[src/rtl/uart_pkg.sv]
// Shared UART receive definitions: FSM state encoding, default bit timing,
// buffered entry layout and the 2-of-3 vote used for bit decisions.
package uart_pkg;

  localparam int unsigned CLOCKS_PER_BIT_DEFAULT = 217;

  typedef enum logic [2:0] {
    IDLE      = 3'd0,
    START     = 3'd1,
    DATA      = 3'd2,
    STOP      = 3'd3,
    LINE_WAIT = 3'd4
  } rx_state_t;

  typedef struct packed {
    logic [7:0] data;
    logic       frame_err;
  } rx_entry_t;

  function automatic logic majority3(input logic a, input logic b, input logic c);
    return (a & b) | (a & c) | (b & c);
  endfunction

endpackage

[src/rtl/uart_rx_fifo.sv]
// Received-entry FIFO for the UART receiver.
// Ports:
//   clk, rst_n   - system clock, asynchronous active-low reset
//   push         - write push_data this cycle
//   push_data    - entry to store
//   pop_req      - consumer ready; pops the head when valid
//   valid        - FIFO not empty
//   head         - oldest stored entry
//   overrun      - one-cycle pulse, registered, when a push is dropped
// A push into a full FIFO is accepted only when a pop happens in the same
// cycle. There is no bypass: a push into an empty FIFO is visible next cycle.
module uart_rx_fifo #(
  parameter int unsigned DEPTH   = 4,
  parameter type         entry_t = logic [8:0]
) (
  input  logic   clk,
  input  logic   rst_n,
  input  logic   push,
  input  entry_t push_data,
  input  logic   pop_req,
  output logic   valid,
  output entry_t head,
  output logic   overrun
);

  localparam int unsigned PTR_W = $clog2(DEPTH);
  localparam int unsigned CNT_W = $clog2(DEPTH) + 1;
  localparam logic [CNT_W-1:0] CNT_FULL = CNT_W'(DEPTH);

  entry_t             mem_q [DEPTH];
  entry_t             mem_d [DEPTH];
  logic [PTR_W-1:0]   wr_ptr_q, wr_ptr_d;
  logic [PTR_W-1:0]   rd_ptr_q, rd_ptr_d;
  logic [CNT_W-1:0]   count_q, count_d;
  logic               overrun_q, overrun_d;

  logic empty;
  logic full;
  logic do_push;
  logic do_pop;

  always_comb begin
    empty     = (count_q == '0);
    full      = (count_q == CNT_FULL);
    do_pop    = pop_req && !empty;
    do_push   = push && (!full || do_pop);
    overrun_d = push && full && !do_pop;

    mem_d    = mem_q;
    wr_ptr_d = wr_ptr_q;
    rd_ptr_d = rd_ptr_q;
    count_d  = count_q;

    // Pointers wrap naturally: DEPTH is a power of two.
    if (do_push) begin
      mem_d[wr_ptr_q] = push_data;
      wr_ptr_d        = wr_ptr_q + PTR_W'(1);
    end
    if (do_pop) begin
      rd_ptr_d = rd_ptr_q + PTR_W'(1);
    end

    case ({do_push, do_pop})
      2'b10:   count_d = count_q + CNT_W'(1);
      2'b01:   count_d = count_q - CNT_W'(1);
      default: count_d = count_q;
    endcase
  end

  always_ff @(posedge clk or negedge rst_n) begin
    if (!rst_n) begin
      for (int unsigned i = 0; i < DEPTH; i++) begin
        mem_q[i] <= '0;
      end
      wr_ptr_q  <= '0;
      rd_ptr_q  <= '0;
      count_q   <= '0;
      overrun_q <= 1'b0;
    end else begin
      mem_q     <= mem_d;
      wr_ptr_q  <= wr_ptr_d;
      rd_ptr_q  <= rd_ptr_d;
      count_q   <= count_d;
      overrun_q <= overrun_d;
    end
  end

  assign valid   = !empty;
  assign head    = mem_q[rd_ptr_q];
  assign overrun = overrun_q;

endmodule

[src/rtl/uart_rx_buffered.sv]
// UART receiver (8N1, LSB first) with a small output FIFO.
// Ports:
//   clk, rst_n       - system clock, asynchronous active-low reset
//   i_RX_Serial      - asynchronous serial input, idle high
//   i_RX_Ready       - consumer accepts the head entry
//   o_RX_Data_Valid  - head entry available
//   o_RX_Byte        - head entry data
//   o_RX_Frame_Err   - head entry had a bad stop bit
//   o_Overrun        - one-cycle pulse when a received byte is dropped
//   o_RX_Busy        - receiver FSM is not idle
// Each bit is sampled at phases MID-1, MID and MID+1 of the bit period and
// decided by a 2-of-3 vote at MID+1.
module uart_rx_buffered
  import uart_pkg::*;
#(
  parameter int unsigned CLOCKS_PER_BIT = CLOCKS_PER_BIT_DEFAULT,
  parameter int unsigned FIFO_DEPTH     = 4
) (
  input  logic       clk,
  input  logic       rst_n,
  input  logic       i_RX_Serial,
  input  logic       i_RX_Ready,
  output logic       o_RX_Data_Valid,
  output logic [7:0] o_RX_Byte,
  output logic       o_RX_Frame_Err,
  output logic       o_Overrun,
  output logic       o_RX_Busy
);

  localparam int unsigned PH_W = $clog2(CLOCKS_PER_BIT);
  localparam int unsigned MID  = (CLOCKS_PER_BIT - 1) / 2;

  localparam logic [PH_W-1:0] PH_EARLY = PH_W'(MID - 1);
  localparam logic [PH_W-1:0] PH_MID   = PH_W'(MID);
  localparam logic [PH_W-1:0] PH_LATE  = PH_W'(MID + 1);
  localparam logic [PH_W-1:0] PH_LAST  = PH_W'(CLOCKS_PER_BIT - 1);

  logic            sync_meta_q, sync_meta_d;
  logic            sync_q, sync_d;
  rx_state_t       state_q, state_d;
  logic [PH_W-1:0] phase_q, phase_d;
  logic [2:0]      bit_idx_q, bit_idx_d;
  logic [7:0]      shift_q, shift_d;
  logic            samp_early_q, samp_early_d;
  logic            samp_mid_q, samp_mid_d;

  logic       rx_line;
  logic       bit_vote;
  logic       at_last;
  logic       push;
  rx_entry_t  push_entry;
  rx_entry_t  head_entry;

  assign rx_line = sync_q;

  always_comb begin
    sync_meta_d  = i_RX_Serial;
    sync_d       = sync_meta_q;

    state_d      = state_q;
    phase_d      = phase_q;
    bit_idx_d    = bit_idx_q;
    shift_d      = shift_q;
    samp_early_d = samp_early_q;
    samp_mid_d   = samp_mid_q;
    push         = 1'b0;
    push_entry   = '0;

    bit_vote = majority3(samp_early_q, samp_mid_q, rx_line);
    at_last  = (phase_q == PH_LAST);

    // Bit-timed states share the phase counter and the vote samplers.
    if (state_q == START || state_q == DATA || state_q == STOP) begin
      phase_d = at_last ? '0 : phase_q + PH_W'(1);
      if (phase_q == PH_EARLY) samp_early_d = rx_line;
      if (phase_q == PH_MID)   samp_mid_d   = rx_line;
    end

    case (state_q)
      IDLE: begin
        phase_d   = '0;
        bit_idx_d = '0;
        if (!rx_line) state_d = START;
      end
      START: begin
        if (phase_q == PH_LATE && bit_vote) begin
          state_d = IDLE;
          phase_d = '0;
        end else if (at_last) begin
          state_d = DATA;
        end
      end
      DATA: begin
        if (phase_q == PH_LATE) shift_d = {bit_vote, shift_q[7:1]};
        if (at_last) begin
          if (bit_idx_q == 3'd7) state_d = STOP;
          else                   bit_idx_d = bit_idx_q + 3'd1;
        end
      end
      STOP: begin
        // The frame is committed at the stop-bit vote, not at the end of
        // the stop bit, so the next start edge is never missed.
        if (phase_q == PH_LATE) begin
          push                 = 1'b1;
          push_entry.data      = shift_q;
          push_entry.frame_err = !bit_vote;
          state_d              = bit_vote ? IDLE : LINE_WAIT;
          phase_d              = '0;
        end
      end
      LINE_WAIT: begin
        // A held-low line (break) must return high before a new start.
        phase_d = '0;
        if (rx_line) state_d = IDLE;
      end
      default: begin
        state_d = IDLE;
        phase_d = '0;
      end
    endcase
  end

  always_ff @(posedge clk or negedge rst_n) begin
    if (!rst_n) begin
      sync_meta_q  <= 1'b1;
      sync_q       <= 1'b1;
      state_q      <= IDLE;
      phase_q      <= '0;
      bit_idx_q    <= '0;
      shift_q      <= '0;
      samp_early_q <= 1'b0;
      samp_mid_q   <= 1'b0;
    end else begin
      sync_meta_q  <= sync_meta_d;
      sync_q       <= sync_d;
      state_q      <= state_d;
      phase_q      <= phase_d;
      bit_idx_q    <= bit_idx_d;
      shift_q      <= shift_d;
      samp_early_q <= samp_early_d;
      samp_mid_q   <= samp_mid_d;
    end
  end

  uart_rx_fifo #(
    .DEPTH   (FIFO_DEPTH),
    .entry_t (rx_entry_t)
  ) u_fifo (
    .clk       (clk),
    .rst_n     (rst_n),
    .push      (push),
    .push_data (push_entry),
    .pop_req   (i_RX_Ready),
    .valid     (o_RX_Data_Valid),
    .head      (head_entry),
    .overrun   (o_Overrun)
  );

  assign o_RX_Byte      = head_entry.data;
  assign o_RX_Frame_Err = head_entry.frame_err;
  assign o_RX_Busy      = (state_q != IDLE);

endmodule

[config.mk]
export PLATFORM = sky130hd
export DESIGN_NAME = uart_rx_buffered
export DESIGN_NICKNAME = d
export VERILOG_FILES = /design/src/rtl/uart_pkg.sv /design/src/rtl/uart_rx_fifo.sv /design/src/rtl/uart_rx_buffered.sv
export SDC_FILE = /design/constraint.sdc
export NUM_CORES = 1
export LEC_CHECK = 0
export CORE_ASPECT_RATIO = 0.75
export CORE_UTILIZATION = 60
export CTS_CLUSTER_SIZE = 24
export DETAILED_ROUTE_END_ITERATION = 7
export PLACE_DENSITY = 0.78
export REMOVE_ABC_BUFFERS = 1
export SLEW_MARGIN = 40
export SYNTH_ARGS = -nofsm -noshare
export SYNTH_HDL_FRONTEND = slang
export SYNTH_SLANG_ARGS = --single-unit
[constraint.sdc]
create_clock -name clk -period 2.6 [get_ports clk]
set_input_delay 0.52 -clock clk [delete_from_list [all_inputs] [get_ports clk]]
set_output_delay 0.52 -clock clk [all_outputs]
set_load 0.05 [all_outputs]
# --- Word-level counts from Yosys, hierarchy flattened ---
# Cells that the tools add are included.
word_totals:
  reg_bits: 70
  inputBits: 4
  out_inout_bits: 12
op_classes:
  n_addsub: 6
  n_lt_le_gt_ge: 3
  n_eq_ne: 19
  n_mux: 28
  n_bitwise: 7
  reduce_logical: 23
ops:
  columns: ["cell", "count"]
  rows:
  - ["2-to-1 mux 9 bit", 5]
  - ["bitwise mux 36 bit", 1]
  - ["2-to-1 mux 8 bit", 4]
  - ["2-to-1 mux 3 bit", 10]
  - ["== test 8 x 7 -> 1 bit, second input constant", 3]
  - ["one-hot mux 8 bit (3 select lines)", 1]
  - ["binary-select mux 9 bit (select 2 bit)", 1]
  - ["demux 9 bit (select 2 bit)", 1]
  - ["one-hot mux 3 bit (5 select lines)", 1]
  - ["one-hot mux 3 bit (2 select lines)", 2]
  - ["== test 3 bit, second input constant", 3]
  - ["adder 8 x 1 -> 8 bit, second input constant", 1]
  - ["== test 8 bit, second input constant", 1]
  - ["inequality test 2 bit, second input constant", 4]
  - ["adder 3 x 1 -> 3 bit, second input constant", 2]
  - ["== test 3 x 2 -> 1 bit, second input constant", 2]
  - ["greater-or-equal comparator 3 bit, second input constant", 2]
  - ["logical AND 1 bit", 6]
  - ["logical NOT 3 bit", 2]
  - ["inverter 2 -> 3 bit", 2]
  - ["AND reduction 2 bit", 3]
  - ["AND reduction 6 bit", 1]
  - ["adder 2 x 1 -> 2 bit, second input constant", 2]
  - ["logical NOT 1 bit", 4]
  - ["14 further kinds", 22]

# --- Logic depth before layout (Yosys ltp) ---
logic_depth:
  depth_word: 7
  mapped_depth: 11
  ltp_nobuf: 11

# --- Modules after synthesis ---
# From an unflattened synthesis, not the netlist that was laid out.
unflattened:
  hier_cells: 250
  hier_area_um2: 3370.7
modules_own_cells:
  columns: ["module", "n_inst", "cells_per_inst", "area_each_um2"]
  rows:
  - ["uart_rx_fifo", 1, 125, 1998.2]
  - ["uart_rx_buffered", 1, 125, 1372.6]

# --- Worst setup path after synthesis ---
# Ideal clock, no wire load.
synth_path:
  kind: "input port to flip-flop"
  start: "input port i_RX_Ready"
  end: "register u_fifo.count_q[2]"
  t_arrival_ns: 2.377
  path_slack_ns: 0.143
  path_stages: 9
  path_buffers: 1
  path_cell_list: "or4b_2 -> buf_2 -> nand2_1 -> ha_1 -> inv_1 -> fa_1 -> xor2_1 -> nor2_1 -> xor2_1"
synth_between:
  elab_chain_cells: 5
  word_cells_on_any_way: 7
  classes_between: "2 x eq/ne; 1 x mux; 4 x reduce/logical"
synth_lines:
  columns: ["element", "line_no", "source"]
  rows:
  - ["start, declared", "uart_rx_buffered.sv:22", "input logic i_RX_Ready,"]
  - ["logical AND 1 bit *", "uart_rx_fifo.sv:45", "do_pop = pop_req && !empty;"]
  - ["logical OR 1 bit", "uart_rx_fifo.sv:46", "do_push = push && (!full || do_pop);"]
  - ["logical AND 1 bit", "uart_rx_fifo.sv:46", null]
  - ["== test 2 x 1 -> 1 bit or == test 2 bit (tied branches)", "uart_rx_fifo.sv:63", "case ({do_push, do_pop})"]
  - ["one-hot mux 3 bit (2 select lines) or nonzero test 2 bit (tied branches)", null, null]
  - ["end signal, assigned", "uart_rx_fifo.sv:83", "count_q <= count_d;"]
  - ["end, declared", "uart_rx_fifo.sv:34", "logic [CNT_W-1:0] count_q, count_d;"]
# Every way passes the cells marked *; elsewhere a longest branch is shown, timed or not.
# A chain may end at the register's enable or synchronous reset.

# --- Worst setup path in the final report ---
# Same ends and word-level chain as after synthesis.

==> impl_metrics.py <==
metrics = {
    "run_status": {
        "status": "completed",
    },
    "critical_path": {
        "critPathSlowestCell": "or4b_2",
        "cp_data_required_time_ns": 2.88,
        "crit_type": "input pin to register",
        "reg2reg_to": "u_fifo.count_q[2]$_DFFE_PN0P_",
        "r2r-start": "phase_q[1]$_DFF_PN0_",
        "start_kind": "input pin",
        "startpoint": "i_RX_Ready",
        "path_cells": "clkdlybuf4s50_1 -> or4b_2 -> nand2_1 -> ha_1 -> inv_1 -> fa_1 -> xor2_1 -> nor2_1 -> xor2_1",
        "critPathMaxFanout": 2,
        "ff2ff_path_depth": 11,
        "slowest_delay_ns": 0.63,
        "crit_arrival_ns": 2.68,
        "r2r_setup_slack_ns": 0.31,
        "endpoint_kind": "register",
        "critical_path.most_common_cell": "xor2_1",
    },
    "finish": {
        "fillers": 390,
        "layout_commonest_cell": "dfrtp_1",
        "multi_input_area_mm2": 0.00154,
        "ff_latch_area_mm2": 0.00175,
        "diodes": 0,
        "area_growth_syn_to_layout_pct": 12.7,
        "drive_gt1_frac": 0.365,
        "final_nets": 287,
        "layout_common_cells": "dfrtp_1, mux2_2, buf_4",
        "fin_util": 0.708,
    },
    "timing": {
        "fin_ws_ns": 0.194,
        "clock_skew_ns": 0.00806,
        "slew_violations": 0,
        "fin_tns_setup_ns": 0,
        "rsz0062_at_grt": "false",
        "relSlewSlack": 0.639,
        "period_minus_slack_ns": 2.41,
        "fmax_ghz": 0.416,
        "timing.final.hold_violations": 0,
        "setup_viol": 0,
        "post-route-period-util": 0.925,
        "worstMarginPinSlew_ns": 0.541,
    },
    "synthesis": {
        "synth_ff_type": "dfrtp_1",
        "synth-edff-count": 0,
        "yosysSeqAreaShare": 0.517,
        "ys_types": 46,
        "synth_top_family_by_area": "multiplexers",
        "synth_cells": 249,
        "yosysWarningCount": 0,
        "syn_area_per_cell_um2": 13.6,
        "ys_seq_elements": 70,
        "synth_area_mm2": 0.00340,
        "synth-simple-area-share": 0.104,
        "synth_compound_area_frac": 0.0376,
        "synth.area.mux_share": 0.232,
        "synth_xor_area_frac": 0.0335,
        "synth_fa_ha_area_frac": 0.0461,
        "async_reset_ff_frac": 1.00,
    },
    "job": {
        "max_cap_viol_count": 0,
    },
    "cts": {
        "cts_buffers": 9,
        "ctsHoldBuffers": 0,
        "clock_sinks": 70,
        "cts_tree": "done",
        "root_buffer": "clkbuf_8",
        "clk_pin_slew_ns": 0.07,
        "clockBufferDepth": 2,
        "clkLatencyLatePin_ns": 0.35,
        "cts_htree_levels": 3,
    },
    "floorplan": {
        "dieArea_mm2": 0.00597,
        "core_mm2": 0.00541,
        "initial_core_util": 0.628,
        "num_rows": 23,
        "die_height_um": 67.2,
        "num_io_pins": 16,
        "die_x_um": 88.9,
    },
    "pwr": {
        "p_leak_nw": 1.83,
        "peakVddDrop_mv": 0.502,
        "power_density_mw_per_mm2": 627,
    },
    "routing": {
        "drc_errors": 0,
        "num_vias": 2001,
        "antenna_left": 0,
        "wire_per_inst_um": 16.9,
        "viasPerCell": 5.68,
        "wl_um": 5950,
        "first_iter_violations": 46,
        "dr.pass1.iters": 4,
    },
    "worst_hold_path": {
        "hp-class": "input pin to async pin",
    },
    "global_routing": {
        "use_met3": 0.0733,
        "grt_overflow_total": 0,
        "grtUsageTotal": 0.236,
        "grt.met1_usage": 0.323,
        "first_global_vias": 1951,
        "grt_pass1_wl_um": 9810,
        "top_usage_layer": "met2",
        "grtUsageMet2": 0.354,
        "antenna_found_initial": 0,
        "grt_start_max_net_pins": 41,
    },
    "place": {
        "hpwl_um": 4100,
        "pre_cts_slack_ns": -0.179,
        "numPortBuffers": 15,
        "finalWeightedCongestion": 0.793,
    },
}
-- per-layer routing --
layer | routed length (µm) | vias up
li1 | - | 937
met1 | 2880 | 1024
met2 | 2770 | 32
met3 | 202 | 8
met4 | 94 | 0
met5 | 0 | -
-- how the worst max path moves through the flow --
stage / to / slack, ns / depth (start not counted)
final: u_fifo.count_q[2]$_DFFE_PN0P_ / 0.19 / 9
after global routing: u_fifo.count_q[2]$_DFFE_PN0P_ / 0.04 / 9
after CTS: o_RX_Busy / 0.02 / 2
after detailed placement: u_fifo.count_q[2]$_DFFE_PN0P_ / -0.18 / 9
after global placement: u_fifo.count_q[2]$_DFFE_PN0P_ / -0.09 / 9
after floorplan: u_fifo.count_q[2]$_DFFE_PN0P_ / 0.15 / 8
-- per-stage QoR --
step                      hold slack [ns]  power [W]  cell area, µm²  std cells
after global placement              0.346    0.00152            3620        336
after global routing                0.109    0.00250            3830        352
after floorplan                     0.224    0.00142            3340        239
after CTS                          0.0905    0.00242            3830        352
final                              0.0866    0.00240            3830        352
after detailed placement            0.347    0.00154            3620        336
-- power by group --
part	internal, W	leakage (nW)	switching, W	total, W
sequential	0.00113	0.945	0.0000776	0.00121
combinational	0.000150	0.786	0.000148	0.000298
clock	0.000495	0.0996	0.000397	0.000891
total	0.00178	1.83	0.000622	0.00240
-- worst max-delay path: cells and delay by family --
kind / cells / cell delay [ns]
xor+xnor: 2 / 0.29
buf+inv: 2 / 0.47
simple gates: 3 / 0.86
fa+ha+maj: 2 / 0.54
-- cell families (layout without fill, tap and decap cells) --
family,after synthesis,in the layout
compound gates,17,17
xor+xnor,13,13
fa+ha+maj,12,12
buf+inv,24,52
flops,70,70
mux,59,59
simple gates,54,54
-- area by class of cell --
type                       instances  area share
timing repair buffer              22      0.0497
tap                               75      0.0245
sequential                        70       0.458
clock buffer                      13      0.0415
inverter                          14      0.0137
multi-input combinational        155       0.401
clock inverter                     3      0.0111
-- cell usage after synthesis (all sizes together), types with 2 or more instances --
library cell,number,area (µm²)
o21ai,3,15.0
mux2i,4,40.0
buf,7,41.3
dfrtp,68,1700
mux4,9,203
dfstp,2,52.6
o21bai,2,15.0
inv,14,52.6
xnor2,7,61.3
ha,10,125
nor4,5,31.3
and2,2,12.5
nor2,12,45.0
or3,3,18.8
nand2,10,37.5
or2,2,12.5
xor2,6,52.6
mux2,46,544
clkbuf,3,11.3
nand3,7,55.1
a21o,2,15.0
a211o,2,17.5
nor3,2,21.3
nand4,3,18.8
-- sequential cells by signal (all words and copies together) (netlist names), 2 cells and up --
name             count
phase_q              8
bit_idx_q            3
state_q              3
u_fifo.count_q       3
u_fifo.mem_q        36
u_fifo.rd_ptr_q      2
shift_q              8
u_fifo.wr_ptr_q      2
-- what timing repair did --
| action | CTS | global route |
|---|---|---|
| setup endpoints to repair | 0 | 1 |
| buffers inserted | 0 | 0 |
| resized for setup | 0 | 1 |
(Power assumes the default switching activity.)
